===== config.mk =====
export PLATFORM = sky130hd
export DESIGN_NAME = counter_stream_gen_flat
export DESIGN_NICKNAME = d
export VERILOG_FILES = /design/src/rtl/counter_stream_if.sv /design/src/rtl/counter_stream_gen.sv /design/src/flat_wrapper.sv
export SDC_FILE = /design/constraint.sdc
export NUM_CORES = 1
export LEC_CHECK = 0
export BUFFER_PORTS_ARGS = -buffer_cell sky130_fd_sc_hd__buf_4
export CORE_UTILIZATION = 64
export CTS_CLUSTER_SIZE = 24
export DETAILED_ROUTE_END_ITERATION = 8
export PLACE_DENSITY = 0.95
export RECOVER_POWER = 100
export SYNTH_ARGS = -nofsm -noshare
export SYNTH_HDL_FRONTEND = slang
export SYNTH_SLANG_ARGS = --single-unit

===== constraint.sdc =====
create_clock -name clk -period 5.2 [get_ports clk]
set_input_delay 0.78 -clock clk [delete_from_list [all_inputs] [get_ports clk]]
set_output_delay 0.78 -clock clk [all_outputs]
set_load 0.05 [all_outputs]

===== src/rtl/counter_stream_if.sv =====
// Valid/ready stream carrying counter words plus slice/frame position markers.
interface counter_stream_if #(
  parameter int CNT_WIDTH = 32,
  parameter int SLICE_W   = 2,
  parameter int IDX_W     = 4
);
  logic [CNT_WIDTH-1:0] counter;
  logic                 counter_valid;
  logic                 counter_ready;
  logic                 last_in_slice;
  logic                 last_in_frame;
  logic [SLICE_W-1:0]   slice_idx;
  logic [IDX_W-1:0]     counter_idx;

  modport master (
    output counter, counter_valid, last_in_slice, last_in_frame, slice_idx, counter_idx,
    input  counter_ready
  );

  modport slave (
    input  counter, counter_valid, last_in_slice, last_in_frame, slice_idx, counter_idx,
    output counter_ready
  );
endinterface


===== src/rtl/counter_stream_gen.sv =====
// Counter-stream source: frames of NUM_SLICE x NUM_COUNTER words in one of four
// data modes, with backpressure, multi-frame runs, abort and a done pulse.
module counter_stream_gen #(
  parameter int          CNT_WIDTH     = 32,
  parameter int          NUM_COUNTER   = 10,
  parameter int          NUM_SLICE     = 3,
  parameter int          SPARSE_STRIDE = 4,
  parameter logic [31:0] LFSR_SEED     = 32'hACE10001
) (
  input  logic             clk,
  input  logic             reset,
  input  logic             start,
  input  logic             abort,
  input  logic [1:0]       mode,
  input  logic [7:0]       frames,
  output logic             busy,
  output logic             done,
  counter_stream_if.master m_if
);
  localparam int SW = (NUM_SLICE > 1) ? $clog2(NUM_SLICE) : 1;
  localparam int CW = (NUM_COUNTER > 1) ? $clog2(NUM_COUNTER) : 1;
  localparam logic [31:0]   TAPS       = 32'h80200003;
  localparam logic [SW-1:0] LAST_SLICE = SW'(NUM_SLICE - 1);
  localparam logic [CW-1:0] LAST_CNT   = CW'(NUM_COUNTER - 1);

  typedef enum logic [1:0] {ST_IDLE, ST_SEND, ST_GAP, ST_DONE} state_t;

  state_t               state_r;
  logic [1:0]           mode_r;
  logic [7:0]           frames_r;
  logic [7:0]           frame_cnt_r;
  logic [CNT_WIDTH-1:0] seq_r;
  logic [31:0]          lfsr_r;
  logic [CNT_WIDTH-1:0] counter_r;
  logic                 valid_r;
  logic                 lis_r;
  logic                 lif_r;
  logic [SW-1:0]        slice_r;
  logic [CW-1:0]        cidx_r;
  logic                 busy_r;
  logic                 done_r;

  logic [CW-1:0]        cidx_nxt_s;
  logic [SW-1:0]        slice_nxt_s;
  logic [CNT_WIDTH-1:0] seq_nxt_s;
  logic [31:0]          lfsr_nxt_s;
  logic                 xfer_s;
  logic                 run_end_s;

  function automatic logic [31:0] lfsr_step(input logic [31:0] l);
    return l[0] ? ((l >> 1) ^ TAPS) : (l >> 1);
  endfunction

  function automatic logic [CNT_WIDTH-1:0] word_of(
    input logic [1:0]           md,
    input logic [CNT_WIDTH-1:0] sq,
    input logic [CNT_WIDTH-1:0] lf,
    input logic [SW-1:0]        sl,
    input logic [CW-1:0]        ci
  );
    logic [CNT_WIDTH-1:0] w;
    case (md)
      2'd0:    w = sq;
      2'd1:    w = CNT_WIDTH'(32'(sl) + 32'd1);
      2'd2:    w = lf;
      2'd3:    w = ((32'(ci) % 32'(SPARSE_STRIDE)) == 32'd0) ? sq : '0;
      default: w = '0;
    endcase
    return w;
  endfunction

  // Position, sequence and LFSR values for the word following an accepted transfer.
  always_comb begin
    cidx_nxt_s  = cidx_r;
    slice_nxt_s = slice_r;
    if (cidx_r == LAST_CNT) begin
      cidx_nxt_s = '0;
      if (slice_r == LAST_SLICE) begin
        slice_nxt_s = '0;
      end else begin
        slice_nxt_s = slice_r + SW'(1);
      end
    end else begin
      cidx_nxt_s  = cidx_r + CW'(1);
      slice_nxt_s = slice_r;
    end
    seq_nxt_s  = seq_r + CNT_WIDTH'(1);
    lfsr_nxt_s = lfsr_step(lfsr_r);
    xfer_s     = valid_r & m_if.counter_ready;
    run_end_s  = (frames_r != 8'd0) && ((frame_cnt_r + 8'd1) == frames_r);
  end

  // Control FSM and all registered stream/status outputs.
  always_ff @(posedge clk) begin
    if (reset) begin
      state_r     <= ST_IDLE;
      mode_r      <= 2'd0;
      frames_r    <= 8'd0;
      frame_cnt_r <= 8'd0;
      seq_r       <= '0;
      lfsr_r      <= LFSR_SEED;
      counter_r   <= '0;
      valid_r     <= 1'b0;
      lis_r       <= 1'b0;
      lif_r       <= 1'b0;
      slice_r     <= '0;
      cidx_r      <= '0;
      busy_r      <= 1'b0;
      done_r      <= 1'b0;
    end else begin
      done_r <= 1'b0;
      case (state_r)
        ST_IDLE: begin
          // Abort wins over a coincident start.
          if (!abort && start) begin
            mode_r      <= mode;
            frames_r    <= frames;
            frame_cnt_r <= 8'd0;
            seq_r       <= '0;
            lfsr_r      <= LFSR_SEED;
            slice_r     <= '0;
            cidx_r      <= '0;
            counter_r   <= word_of(mode, '0, LFSR_SEED[CNT_WIDTH-1:0], '0, '0);
            lis_r       <= (LAST_CNT == '0);
            lif_r       <= (LAST_CNT == '0) && (LAST_SLICE == '0);
            valid_r     <= 1'b1;
            busy_r      <= 1'b1;
            state_r     <= ST_SEND;
          end
        end
        ST_SEND: begin
          if (abort) begin
            valid_r <= 1'b0;
            busy_r  <= 1'b0;
            state_r <= ST_IDLE;
          end else if (xfer_s) begin
            seq_r     <= seq_nxt_s;
            lfsr_r    <= lfsr_nxt_s;
            cidx_r    <= cidx_nxt_s;
            slice_r   <= slice_nxt_s;
            counter_r <= word_of(mode_r, seq_nxt_s, lfsr_nxt_s[CNT_WIDTH-1:0],
                                 slice_nxt_s, cidx_nxt_s);
            lis_r     <= (cidx_nxt_s == LAST_CNT);
            lif_r     <= (cidx_nxt_s == LAST_CNT) && (slice_nxt_s == LAST_SLICE);
            if (lif_r) begin
              frame_cnt_r <= frame_cnt_r + 8'd1;
              valid_r     <= 1'b0;
              if (run_end_s) begin
                busy_r  <= 1'b0;
                done_r  <= 1'b1;
                state_r <= ST_DONE;
              end else begin
                state_r <= ST_GAP;
              end
            end
          end
        end
        ST_GAP: begin
          if (abort) begin
            busy_r  <= 1'b0;
            state_r <= ST_IDLE;
          end else begin
            valid_r <= 1'b1;
            state_r <= ST_SEND;
          end
        end
        ST_DONE: begin
          state_r <= ST_IDLE;
        end
        default: begin
          valid_r <= 1'b0;
          busy_r  <= 1'b0;
          state_r <= ST_IDLE;
        end
      endcase
    end
  end

  assign m_if.counter       = counter_r;
  assign m_if.counter_valid = valid_r;
  assign m_if.last_in_slice = lis_r;
  assign m_if.last_in_frame = lif_r;
  assign m_if.slice_idx     = slice_r;
  assign m_if.counter_idx   = cidx_r;
  assign busy               = busy_r;
  assign done               = done_r;
endmodule


===== src/flat_wrapper.sv =====
// flat-port wrapper written by rule: the top's interface ports become plain ports
module counter_stream_gen_flat 
#(
  parameter int          CNT_WIDTH     = 32,
  parameter int          NUM_COUNTER   = 10,
  parameter int          NUM_SLICE     = 3,
  parameter int          SPARSE_STRIDE = 4,
  parameter logic [31:0] LFSR_SEED     = 32'hACE10001
)
  (clk, reset, start, abort, mode, frames, busy, done, m_if_counter, m_if_counter_valid, m_if_last_in_slice, m_if_last_in_frame, m_if_slice_idx, m_if_counter_idx, m_if_counter_ready);
  counter_stream_if #(.CNT_WIDTH(CNT_WIDTH), .SLICE_W(2), .IDX_W(4)) m_if_i ();
  input  logic clk;
  input  logic reset;
  input  logic start;
  input  logic abort;
  input  logic [1:0] mode;
  input  logic [7:0] frames;
  output logic busy;
  output logic done;
  output wire logic [$bits(m_if_i.counter)-1:0] m_if_counter;
  output wire logic [$bits(m_if_i.counter_valid)-1:0] m_if_counter_valid;
  output wire logic [$bits(m_if_i.last_in_slice)-1:0] m_if_last_in_slice;
  output wire logic [$bits(m_if_i.last_in_frame)-1:0] m_if_last_in_frame;
  output wire logic [$bits(m_if_i.slice_idx)-1:0] m_if_slice_idx;
  output wire logic [$bits(m_if_i.counter_idx)-1:0] m_if_counter_idx;
  input wire logic [$bits(m_if_i.counter_ready)-1:0] m_if_counter_ready;
  assign m_if_counter = m_if_i.counter;
  assign m_if_counter_valid = m_if_i.counter_valid;
  assign m_if_last_in_slice = m_if_i.last_in_slice;
  assign m_if_last_in_frame = m_if_i.last_in_frame;
  assign m_if_slice_idx = m_if_i.slice_idx;
  assign m_if_counter_idx = m_if_i.counter_idx;
  assign m_if_i.counter_ready = m_if_counter_ready;
  counter_stream_gen #(.CNT_WIDTH(CNT_WIDTH), .NUM_COUNTER(NUM_COUNTER), .NUM_SLICE(NUM_SLICE), .SPARSE_STRIDE(SPARSE_STRIDE), .LFSR_SEED(LFSR_SEED)) u_core (.clk(clk), .reset(reset), .start(start), .abort(abort), .mode(mode), .frames(frames), .busy(busy), .done(done), .m_if(m_if_i));
endmodule

==> results.sh, run 1 <==
export IMPL_fmax_ghz=0.254
export IMPL_setup_violations=0
export IMPL_path_cells="inv_1, ha_1, nor2_1, nor3_1, and2_0, clkbuf_1, o21ai_0, a21oi_1, nor2_1"
export IMPL_final_cell_mix="dfxtp_1 (127), nor2_1 (113), clkbuf_1 (48)"
export IMPL_required_ns=5.57
export IMPL_vias=5973
export IMPL_core_area_sq_um=9280
export IMPL_grt_max_degree=128
export IMPL_ff2ff_path_depth=9
export IMPL_post_drt_wl_per_cell_microns=18.7
export IMPL_rr_startpoint="u_core.state_r[1]$_SDFFE_PP0P_"
export IMPL_finalCritPeriodShare_pct=75.8
export IMPL_start_util_pct=66.5
export IMPL_grt_pass1_wl_mm=27.4
export IMPL_rsz0062_at_grt="no"
export IMPL_clock_skew_final_ns=0.00871
export IMPL_crit_reg2reg_capture="u_core.m_if.counter_idx[3]$_SDFFE_PP0P_"
export IMPL_firstDrtPassIters=9
export IMPL_cts_root_buf="clkbuf_8"
export IMPL_cts_buffer_depth=2
export IMPL_worstSetupEndpoint="u_core.m_if.counter_idx[3]$_SDFFE_PP0P_"
export IMPL_finalWirelength_mm=16.8
export IMPL_tightest_slew_ns=1.83
export IMPL_violations="max-capacitance violations, max-slew violations"
export IMPL_r2r_setup_slack_ns=1.26
export IMPL_ctsHtreeMaxLevel=4
export IMPL_status="finished, violations left"
export IMPL_worst_skew_pair_late_latency_ns=0.54
export IMPL_num_nets_final=781
export IMPL_clkSinkCount=127
export IMPL_synthArstFlopShare_pct=0
export IMPL_worst_setup_path_type="reg -> reg"
export IMPL_dp_slack_ns=1.91
export IMPL_overflow=0
export IMPL_hold_class="reg -> reg"
export IMPL_period_needed_ns=3.94
export IMPL_synth_area_per_cell_sq_um=8.38
export IMPL_critPathLaunchType="register"
export IMPL_ys_seq_elements=127
export IMPL_path_depth=9
export IMPL_area_growth_pct=12.3
export IMPL_cp_top_family="simple AND/OR/NAND/NOR gates"
export IMPL_crit_arrival_ns=4.31
export IMPL_place_hpwl_mm=9.87
export IMPL_row_count=35
export IMPL_setup_ws_ns=1.26
export IMPL_ys_flop_type="dfxtp_1"
export IMPL_mostFrequentLayoutCell="dfxtp_1"
export IMPL_first_global_vias=5737
export IMPL_slew_violations=63
export IMPL_hold_viol=0
export IMPL_cts_tree="yes"
export IMPL_postCtsHoldBufs=0
export IMPL_grtUsageTotal_pct=34.6
export IMPL_cp_slowest_cell="and2_0"
export IMPL_vias_per_cell=6.64
export IMPL_ant_nets=0
export IMPL_syn_inst=736
export IMPL_cap_violations=2
export IMPL_timing_setup_tns_ns=0
export IMPL_drive_gt1_share_pct=7.53
export IMPL_vdd_ir_drop_max_v=0.000262
export IMPL_drtIter0Drc=829
export IMPL_power_w=0.00244
export IMPL_postLayoutCellArea_sq_um=6930
export IMPL_route_detailed_drc=0
export IMPL_seq_area_frac_synth_pct=41.2
export IMPL_post_cts_repair_setup_buffers=0
export IMPL_p_per_area_nw_per_um2=352
export IMPL_cts_buffers=17
export IMPL_dpl_cell_area_sq_um=6570
export IMPL_p_leak_nw=2.48
export IMPL_yosys_warnings=0
export IMPL_antenna_found_initial=0
export IMPL_synth_cell_area_sq_um=6170
export IMPL_cts_resized=0
export IMPL_endpoint_kind="register"
export IMPL_die_area_sq_um=10000
export IMPL_cp_startpoint="u_core.state_r[1]$_SDFFE_PP0P_"
export IMPL_cp_common_cell="nor2_1"
export IMPL_synth_cell_types=58
export IMPL_die_w_microns=100
export IMPL_cp_buffers_inverters=2
export IMPL_finalHoldWorstSlack_ns=0.465
export IMPL_synth_edf_count=0
export IMPL_clkTransAtPathRegs_ns=0.06
export IMPL_place_port_buffers=57
export IMPL_relSlewSlack_pct=-22.5
export IMPL_crit_fanout=22
export IMPL_ios=58
export IMPL_n_antenna_cell=0
export IMPL_synth_nets=760
export IMPL_place_gp_congestion=0.837
export IMPL_cpPeakStageDelay_ns=0.88
export IMPL_fp_dieH_microns=100
[tightest hold or removal path, delay by kind of cell (launching register included)]
family,cells,cell delay (ns)
flops,1,0.31
simple gates,1,0.05
compound gates,1,0.05
[Yosys cell counts, types with 4 or more instances]
cell	number	area (sq um)
clkbuf_1	48	180
nand2_1	47	176
inv_1	11	41.3
nor3_1	31	155
a221oi_1	7	61.3
and3_1	6	37.5
nor2b_1	8	50.1
nand3_1	22	110
o21ai_0	25	125
or3_1	7	43.8
a31oi_1	7	43.8
and4_1	7	61.3
dfxtp_1	127	2540
mux2i_1	11	110
and2_1	5	31.3
a21oi_1	47	235
a222oi_1	21	210
a311oi_1	4	35.0
buf_2	6	30.0
nor2_1	113	424
ha_1	9	113
or2_2	4	25.0
nor3b_1	4	30.0
nand2b_1	14	87.6
xor2_1	16	140
nand3b_1	7	52.6
o22ai_1	9	56.3
nand4_1	10	62.6
a22oi_1	30	225
xnor2_1	25	219
nor4_1	6	37.5
a21o_1	6	45.0
[sequential cells by signal, summed over array words and instances (netlist names), 2 cells and up]
| register | flops |
|---|---|
| u_core.lfsr_r | 32 |
| u_core.m_if.counter | 32 |
| u_core.seq_r | 32 |
| u_core.frame_cnt_r | 8 |
| u_core.frames_r | 8 |
| u_core.m_if.counter_idx | 4 |
| u_core.m_if.slice_idx | 2 |
| u_core.mode_r | 2 |
| u_core.state_r | 2 |
[routing by layer]
metal | global-route usage [%] | wire [microns] | part of all wire (%)
met1 | 40.5 | 6650 | 39
met4 | 16.7 | 495 | 2.9
met3 | 9.47 | 1430 | 8.5
met2 | 58.6 | 8250 | 49
met5 | 0 | 0 | 0
[kinds of logic (layout without fill, tap and decap cells)]
kind of cell | Yosys count | after routing | synth area share, %
simple gates | 300 | 300 | 24.1
compound gates | 175 | 175 | 20.4
flops | 127 | 127 | 41.2
buf+inv | 71 | 105 | 4.54
xor+xnor | 41 | 41 | 5.82
mux | 13 | 13 | 2.15
fa+ha+maj | 9 | 9 | 1.83
[how the worst min path moves through the flow]
stage,startpoint,end,cells after the start
floorplan,u_core.seq_r[31]$_SDFFE_PP0P_,u_core.seq_r[31]$_SDFFE_PP0P_,2
global placement,u_core.seq_r[31]$_SDFFE_PP0P_,u_core.seq_r[31]$_SDFFE_PP0P_,2
detailed placement,u_core.m_if.counter[2]$_SDFFE_PP0P_,u_core.m_if.counter[2]$_SDFFE_PP0P_,2
CTS,u_core.m_if.counter[2]$_SDFFE_PP0P_,u_core.m_if.counter[2]$_SDFFE_PP0P_,2
global route,u_core.m_if.counter[2]$_SDFFE_PP0P_,u_core.m_if.counter[2]$_SDFFE_PP0P_,2
finish,u_core.m_if.counter[2]$_SDFFE_PP0P_,u_core.m_if.counter[2]$_SDFFE_PP0P_,2
[metrics by stage]
| step | std cells | util (%) |
|---|---|---|
| 2_1_floorplan | 736 | - |
| 3_3_place_gp | 867 | 70.7 |
| 3_5_place_dp | 867 | 70.7 |
| 4_1_cts | 899 | 77.0 |
| 5_1_grt | 899 | 74.6 |
| 6_report | 899 | 74.6 |
[power breakdown]
| part | leakage [nW] | internal [W] | switching, W |
|---|---|---|---|
| registers | 1.03 | 0.000993 | 0.0000170 |
| clock network | 0.274 | 0.000739 | 0.000443 |
| logic | 1.18 | 0.0000661 | 0.000185 |
| total | 2.48 | 0.00180 | 0.000644 |
[area by class of cell]
class                      instances  area (sq um)
inverter                          11          41.3
timing repair buffer              62           297
sequential                       127          2540
clock buffer                      21           439
clock inverter                    11           140
multi-input combinational        538          3310
fill                             658          2350
tap                              129           161
Power figures use the tool's default switching activity.
==> run 2, diff against run 1 <==
--- a/config.mk
+++ b/config.mk
@@ -6,10 +6,10 @@
 export NUM_CORES = 1
 export LEC_CHECK = 0
 export BUFFER_PORTS_ARGS = -buffer_cell sky130_fd_sc_hd__buf_4
-export CORE_UTILIZATION = 64
+export CORE_UTILIZATION = 54
 export CTS_CLUSTER_SIZE = 24
 export DETAILED_ROUTE_END_ITERATION = 8
-export PLACE_DENSITY = 0.95
+export PLACE_DENSITY = 0.87
 export RECOVER_POWER = 100
 export SYNTH_ARGS = -nofsm -noshare
 export SYNTH_HDL_FRONTEND = slang
==> constraint.sdc (replaced) <==
create_clock -name clk -period 3.3 [get_ports clk]
set_input_delay 0.495 -clock clk [delete_from_list [all_inputs] [get_ports clk]]
set_output_delay 0.495 -clock clk [all_outputs]
set_load 0.05 [all_outputs]
==> run 2 against run 1 <==
Against the previous run:
- the run now ends clean
- first-iteration DRC count is 11% lower
- global-route usage down 6.8 points
- flip-flop and latch count did not move
- combinational power grew 61%
- total power increased by 59%
- cell count grew 1.8%
- routed wire length decreased by 6.0%
- core utilization is 10 points lower
- critical path depth shrank 1
- clock skew decreased by 0.0017 ns
==> results.sh, run 2 (same netlist as run 1, synthesis figures left out) <==
export IMPL_p_per_area_nw_per_um2=551
export IMPL_cts_resized=0
export IMPL_firstDrtPassIters=6
export IMPL_status="finished clean"
export IMPL_setup_ws_ns=0.297
export IMPL_area_growth_pct=14.2
export IMPL_clkSinkCount=127
export IMPL_n_antenna_cell=0
export IMPL_mostFrequentLayoutCell="dfxtp_1"
export IMPL_multi_input_area_sq_um=3320
export IMPL_postLayoutCellArea_sq_um=7040
export IMPL_start_util_pct=56.2
export IMPL_finalWirelength_mm=15.8
export IMPL_endpoint_kind="register"
export IMPL_worst_setup_path_type="reg -> reg"
export IMPL_grtUsageTotal_pct=27.8
export IMPL_cp_slowest_cell="clkbuf_1"
export IMPL_hold_viol=0
export IMPL_route_detailed_drc=0
export IMPL_cts_tree="yes"
export IMPL_vias=5773
export IMPL_post_drt_wl_per_cell_microns=17.3
export IMPL_rsz0062_at_grt="no"
export IMPL_overflow=0
export IMPL_internal_power_w=0.00293
export IMPL_dpl_cell_area_sq_um=6650
export IMPL_required_ns=3.61
export IMPL_tightest_slew_ns=0.901
export IMPL_ctsHtreeMaxLevel=4
export IMPL_power_frac_comb_pct=10.4
export IMPL_die_w_microns=109
export IMPL_critPathLaunchType="register"
export IMPL_swShare_pct=24.6
export IMPL_cts_buffers=17
export IMPL_nFillCells=920
export IMPL_final_cell_mix="dfxtp_1 (127), nor2_1 (113), a21oi_1 (47), clkbuf_1 (47), nand2_1 (46)"
export IMPL_dp_slack_ns=0.628
export IMPL_drive_gt1_share_pct=8.52
export IMPL_r2r_setup_slack_ns=0.30
export IMPL_worst_skew_pair_late_latency_ns=0.42
export IMPL_clkTransAtPathRegs_ns=0.05
export IMPL_num_nets_final=787
export IMPL_vias_per_cell=6.31
export IMPL_final_util_pct=64.1
export IMPL_cts_buffer_depth=2
export IMPL_setup_violations=0
export IMPL_p_leak_nw=2.55
export IMPL_cpPeakStageDelay_ns=0.66
export IMPL_antenna_found_initial=0
export IMPL_fmax_ghz=0.333
export IMPL_grt_max_degree=68
export IMPL_post_cts_repair_setup_buffers=0
export IMPL_path_cells="inv_1, ha_1, clkbuf_1, nand2b_1, nor3_2, clkbuf_2, a41oi_1, a311oi_1"
export IMPL_hold_class="in -> reg"
export IMPL_postCtsHoldBufs=0
export IMPL_fp_dieH_microns=109
export IMPL_p_seq_share_pct=41.0
export IMPL_timing_setup_tns_ns=0
export IMPL_regArea_sq_um=2540
export IMPL_clock_skew_final_ns=0.00699
export IMPL_core_area_sq_um=11000
export IMPL_grt_pass1_wl_mm=25.7
export IMPL_cts_root_buf="clkbuf_16"
export IMPL_cap_violations=0
export IMPL_finalCritPeriodShare_pct=91.0
export IMPL_place_hpwl_mm=10.1
export IMPL_die_area_sq_um=11900
export IMPL_drtIter0Drc=737
export IMPL_place_gp_congestion=0.847
export IMPL_relSlewSlack_pct=40.0
export IMPL_crit_fanout=35
export IMPL_crit_arrival_ns=3.31
export IMPL_p_switching_w=0.000955
export IMPL_place_port_buffers=57
export IMPL_ant_nets=0
export IMPL_slew_violations=0
export IMPL_row_count=38
export IMPL_ios=58
export IMPL_period_needed_ns=3.00
export IMPL_clkPwrFrac_pct=48.6
export IMPL_vdd_ir_drop_max_v=0.000451
export IMPL_first_global_vias=5372
-- run 2: routing by layer --
layer	global-route usage (%)	wire [microns]	part of all wire (%)
met2	46.4	7850	50
met1	33.6	6470	41
met5	0	0	0
met3	7.23	1070	6.8
met4	12.1	420	2.7
-- run 2: per-stage QoR --
stage          hold slack [ns]  total power [W]  std cells
2_1_floorplan            0.451          0.00192        736
3_3_place_gp             0.451          0.00203        884
3_5_place_dp             0.456          0.00205        884
4_1_cts                  0.310          0.00392        915
5_1_grt                  0.314          0.00400        915
6_report                 0.317          0.00388        915
-- run 2: final cells by class --
type | count | share of cell area (%)
Clock buffer | 26 | 7.51
Multi-Input combinational cell | 538 | 47.1
Sequential cell | 127 | 36.1
Tap cell | 140 | 2.49
Clock inverter | 5 | 1.07
Timing Repair Buffer | 68 | 5.17
Inverter | 11 | 0.586
-- run 2: power groups by stage --
stage | logic [W] | registers [W] | clock network, W
2_1_floorplan | 0.000242 | 0.00168 | 0
3_3_place_gp | 0.000412 | 0.00162 | 0
3_5_place_dp | 0.000427 | 0.00162 | 0
4_1_cts | 0.000431 | 0.00159 | 0.00190
5_1_grt | 0.000438 | 0.00159 | 0.00196
6_report | 0.000405 | 0.00159 | 0.00188
-- run 2: worst max-delay path, delay by kind of cell, from the launching register on --
kind	cells	cell delay (ns)
compound gates	2	0.58
buf+inv	3	1.40
simple gates	2	0.39
fa+ha+maj	1	0.17
flops	1	0.34
-- run 2: path summary, 6_finish.rpt --
check | startpoint | to | cells past startpoint
max reg2reg | u_core.state_r[1]$_SDFFE_PP0P_ | u_core.seq_r[21]$_SDFFE_PP0P_ | 8
min | frames[0] | u_core.frames_r[0]$_SDFFE_PP0P_ | 3
max | u_core.state_r[1]$_SDFFE_PP0P_ | u_core.seq_r[21]$_SDFFE_PP0P_ | 8
min reg2reg | u_core.m_if.counter[2]$_SDFFE_PP0P_ | u_core.m_if.counter[2]$_SDFFE_PP0P_ | 2
==> run 3, diff against run 2 <==
--- a/config.mk
+++ b/config.mk
@@ -9,8 +9,9 @@
 export CORE_UTILIZATION = 54
 export CTS_CLUSTER_SIZE = 24
 export DETAILED_ROUTE_END_ITERATION = 8
-export PLACE_DENSITY = 0.87
+export PLACE_DENSITY = 0.77
 export RECOVER_POWER = 100
+export REMOVE_ABC_BUFFERS = 1
 export SYNTH_ARGS = -nofsm -noshare
 export SYNTH_HDL_FRONTEND = slang
 export SYNTH_SLANG_ARGS = --single-unit
==> run 3 against run 2 <==
Against the previous run:
- clock skew decreased by 0.00094 ns
- total power increased by 1.1%
- critical endpoint is now u_core.frame_cnt_r[5]$_SDFFE_PP0P_
- clock-buffer cell count increased by 1
- sequential power about the same
- flip-flop and latch count unchanged
==> results.sh, run 3 (same netlist as run 1, synthesis figures left out) <==
export IMPL_cts_tree="yes"
export IMPL_post_cts_repair_setup_buffers=0
export IMPL_overflow=0
export IMPL_cts_buffers=17
export IMPL_mostFrequentLayoutCell="dfxtp_1"
export IMPL_rsz0062_at_grt="no"
export IMPL_grtUsageTotal_pct=27.4
export IMPL_core_area_sq_um=11000
export IMPL_cap_violations=0
export IMPL_cts_root_buf="clkbuf_16"
export IMPL_dpl_cell_area_sq_um=6650
export IMPL_status="finished clean"
export IMPL_hold_viol=0
export IMPL_die_w_microns=109
export IMPL_fmax_ghz=0.342
export IMPL_path_cells="inv_1, ha_1, clkbuf_1, a2111oi_2, nand2_1, or4_1, a21oi_1"
export IMPL_vias_per_cell=6.06
export IMPL_place_port_buffers=57
export IMPL_ctsHtreeMaxLevel=4
export IMPL_setup_violations=0
export IMPL_final_cell_mix="dfxtp_1 (127), nor2_1 (113), clkbuf_1 (50)"
export IMPL_timing_setup_tns_ns=0
export IMPL_vias=5539
export IMPL_grt_max_degree=74
export IMPL_nFillCells=970
export IMPL_postLayoutCellArea_sq_um=7040
export IMPL_slew_violations=0
export IMPL_cts_resized=0
export IMPL_hold_depth=3
export IMPL_worst_setup_path_type="reg -> reg"
export IMPL_tightest_slew_ns=0.961
export IMPL_crit_fanout=16
export IMPL_cp_slowest_cell="a2111oi_2"
export IMPL_endpoint_kind="register"
export IMPL_required_ns=3.65
export IMPL_finalHoldWorstSlack_ns=0.308
export IMPL_first_global_vias=5419
export IMPL_regArea_sq_um=2540
export IMPL_antenna_found_initial=0
export IMPL_ios=58
export IMPL_firstDrtPassIters=6
export IMPL_clkTransAtPathRegs_ns=0.05
export IMPL_cpPeakStageDelay_ns=0.81
export IMPL_die_area_sq_um=11900
export IMPL_multi_input_area_sq_um=3310
export IMPL_drtIter0Drc=454
export IMPL_fp_dieH_microns=109
export IMPL_vdd_ir_drop_max_v=0.000338
export IMPL_n_antenna_cell=0
export IMPL_start_util_pct=56.2
export IMPL_postCtsHoldBufs=0
export IMPL_cts_buffer_depth=2
export IMPL_finalCritPeriodShare_pct=88.7
export IMPL_hold_class="in -> reg"
export IMPL_place_hpwl_mm=9.88
export IMPL_critPathLaunchType="register"
export IMPL_route_detailed_drc=0
export IMPL_p_per_area_nw_per_um2=557
export IMPL_area_growth_pct=14.1
export IMPL_p_leak_nw=2.54
export IMPL_num_nets_final=785
export IMPL_place_gp_congestion=0.851
export IMPL_post_drt_wl_per_cell_microns=16.7
export IMPL_row_count=38
export IMPL_ff2ff_path_depth=7
export IMPL_drive_gt1_share_pct=7.75
export IMPL_worst_skew_pair_late_latency_ns=0.42
export IMPL_clkSinkCount=127
export IMPL_finalWirelength_mm=15.3
export IMPL_relSlewSlack_pct=35.9
export IMPL_crit_arrival_ns=3.27
export IMPL_grt_pass1_wl_mm=25.5
export IMPL_clock_skew_final_ns=0.00605
export IMPL_period_needed_ns=2.93
export IMPL_ant_nets=0
[run 3: critical path, delay by kind of cell, from the launching register on]
kind,cells,cell delay [ns]
DFF,1,0.38
adders and majority gates,1,0.21
buffers and inverters,2,0.44
and+or+nand+nor,2,0.87
AOI/OAI and AO/OA,2,0.96
[run 3: worst paths after layout]
| path | from | endpoint | slack (ns) |
|---|---|---|---|
| worst min-delay path | frames[7] | u_core.frames_r[7]$_SDFFE_PP0P_ | 0.31 |
| worst min register to register | u_core.m_if.counter[0]$_SDFFE_PP0P_ | u_core.m_if.counter[0]$_SDFFE_PP0P_ | 0.46 |
| worst max register to register | u_core.state_r[1]$_SDFFE_PP0P_ | u_core.frame_cnt_r[5]$_SDFFE_PP0P_ | 0.37 |
| worst max-delay path | u_core.state_r[1]$_SDFFE_PP0P_ | u_core.frame_cnt_r[5]$_SDFFE_PP0P_ | 0.37 |
[run 3: stage by stage]
| step | cells | power (W) | utilization [%] | setup slack [ns] |
|---|---|---|---|---|
| 5_1_grt | 914 | 0.00406 | 64.1 | 0.219 |
| 6_report | 914 | 0.00392 | 64.1 | 0.374 |
| 2_1_floorplan | 676 | 0.00189 | - | -1.50 |
| 3_5_place_dp | 882 | 0.00205 | 60.5 | 0.665 |
| 3_3_place_gp | 882 | 0.00204 | 60.5 | 0.821 |
| 4_1_cts | 914 | 0.00397 | 66.1 | 0.664 |
[run 3: final cells by class]
cell class | instances | area share [%]
Clock buffer | 27 | 7.29
Timing Repair Buffer | 66 | 5.17
Sequential cell | 127 | 36.1
Clock inverter | 5 | 1.42
Inverter | 11 | 0.586
Multi-Input combinational cell | 538 | 46.9
Tap cell | 140 | 2.49
[run 3: power by group]
part	switching, W	total (W)	internal [W]	leakage (nW)
Sequential	0.0000243	0.00159	0.00157	1.03
Clock	0.000646	0.00193	0.00129	0.302
Combinational	0.000283	0.000402	0.000118	1.21
Total	0.000953	0.00392	0.00297	2.54
[run 3: routing by layer]
layer	share of wire [%]	GRT usage, %	wire length, microns
met1	45	33.7	6830
met2	49	45.7	7440
met3	4.7	6.28	719
met4	2.0	11.8	300
met5	0	0	0
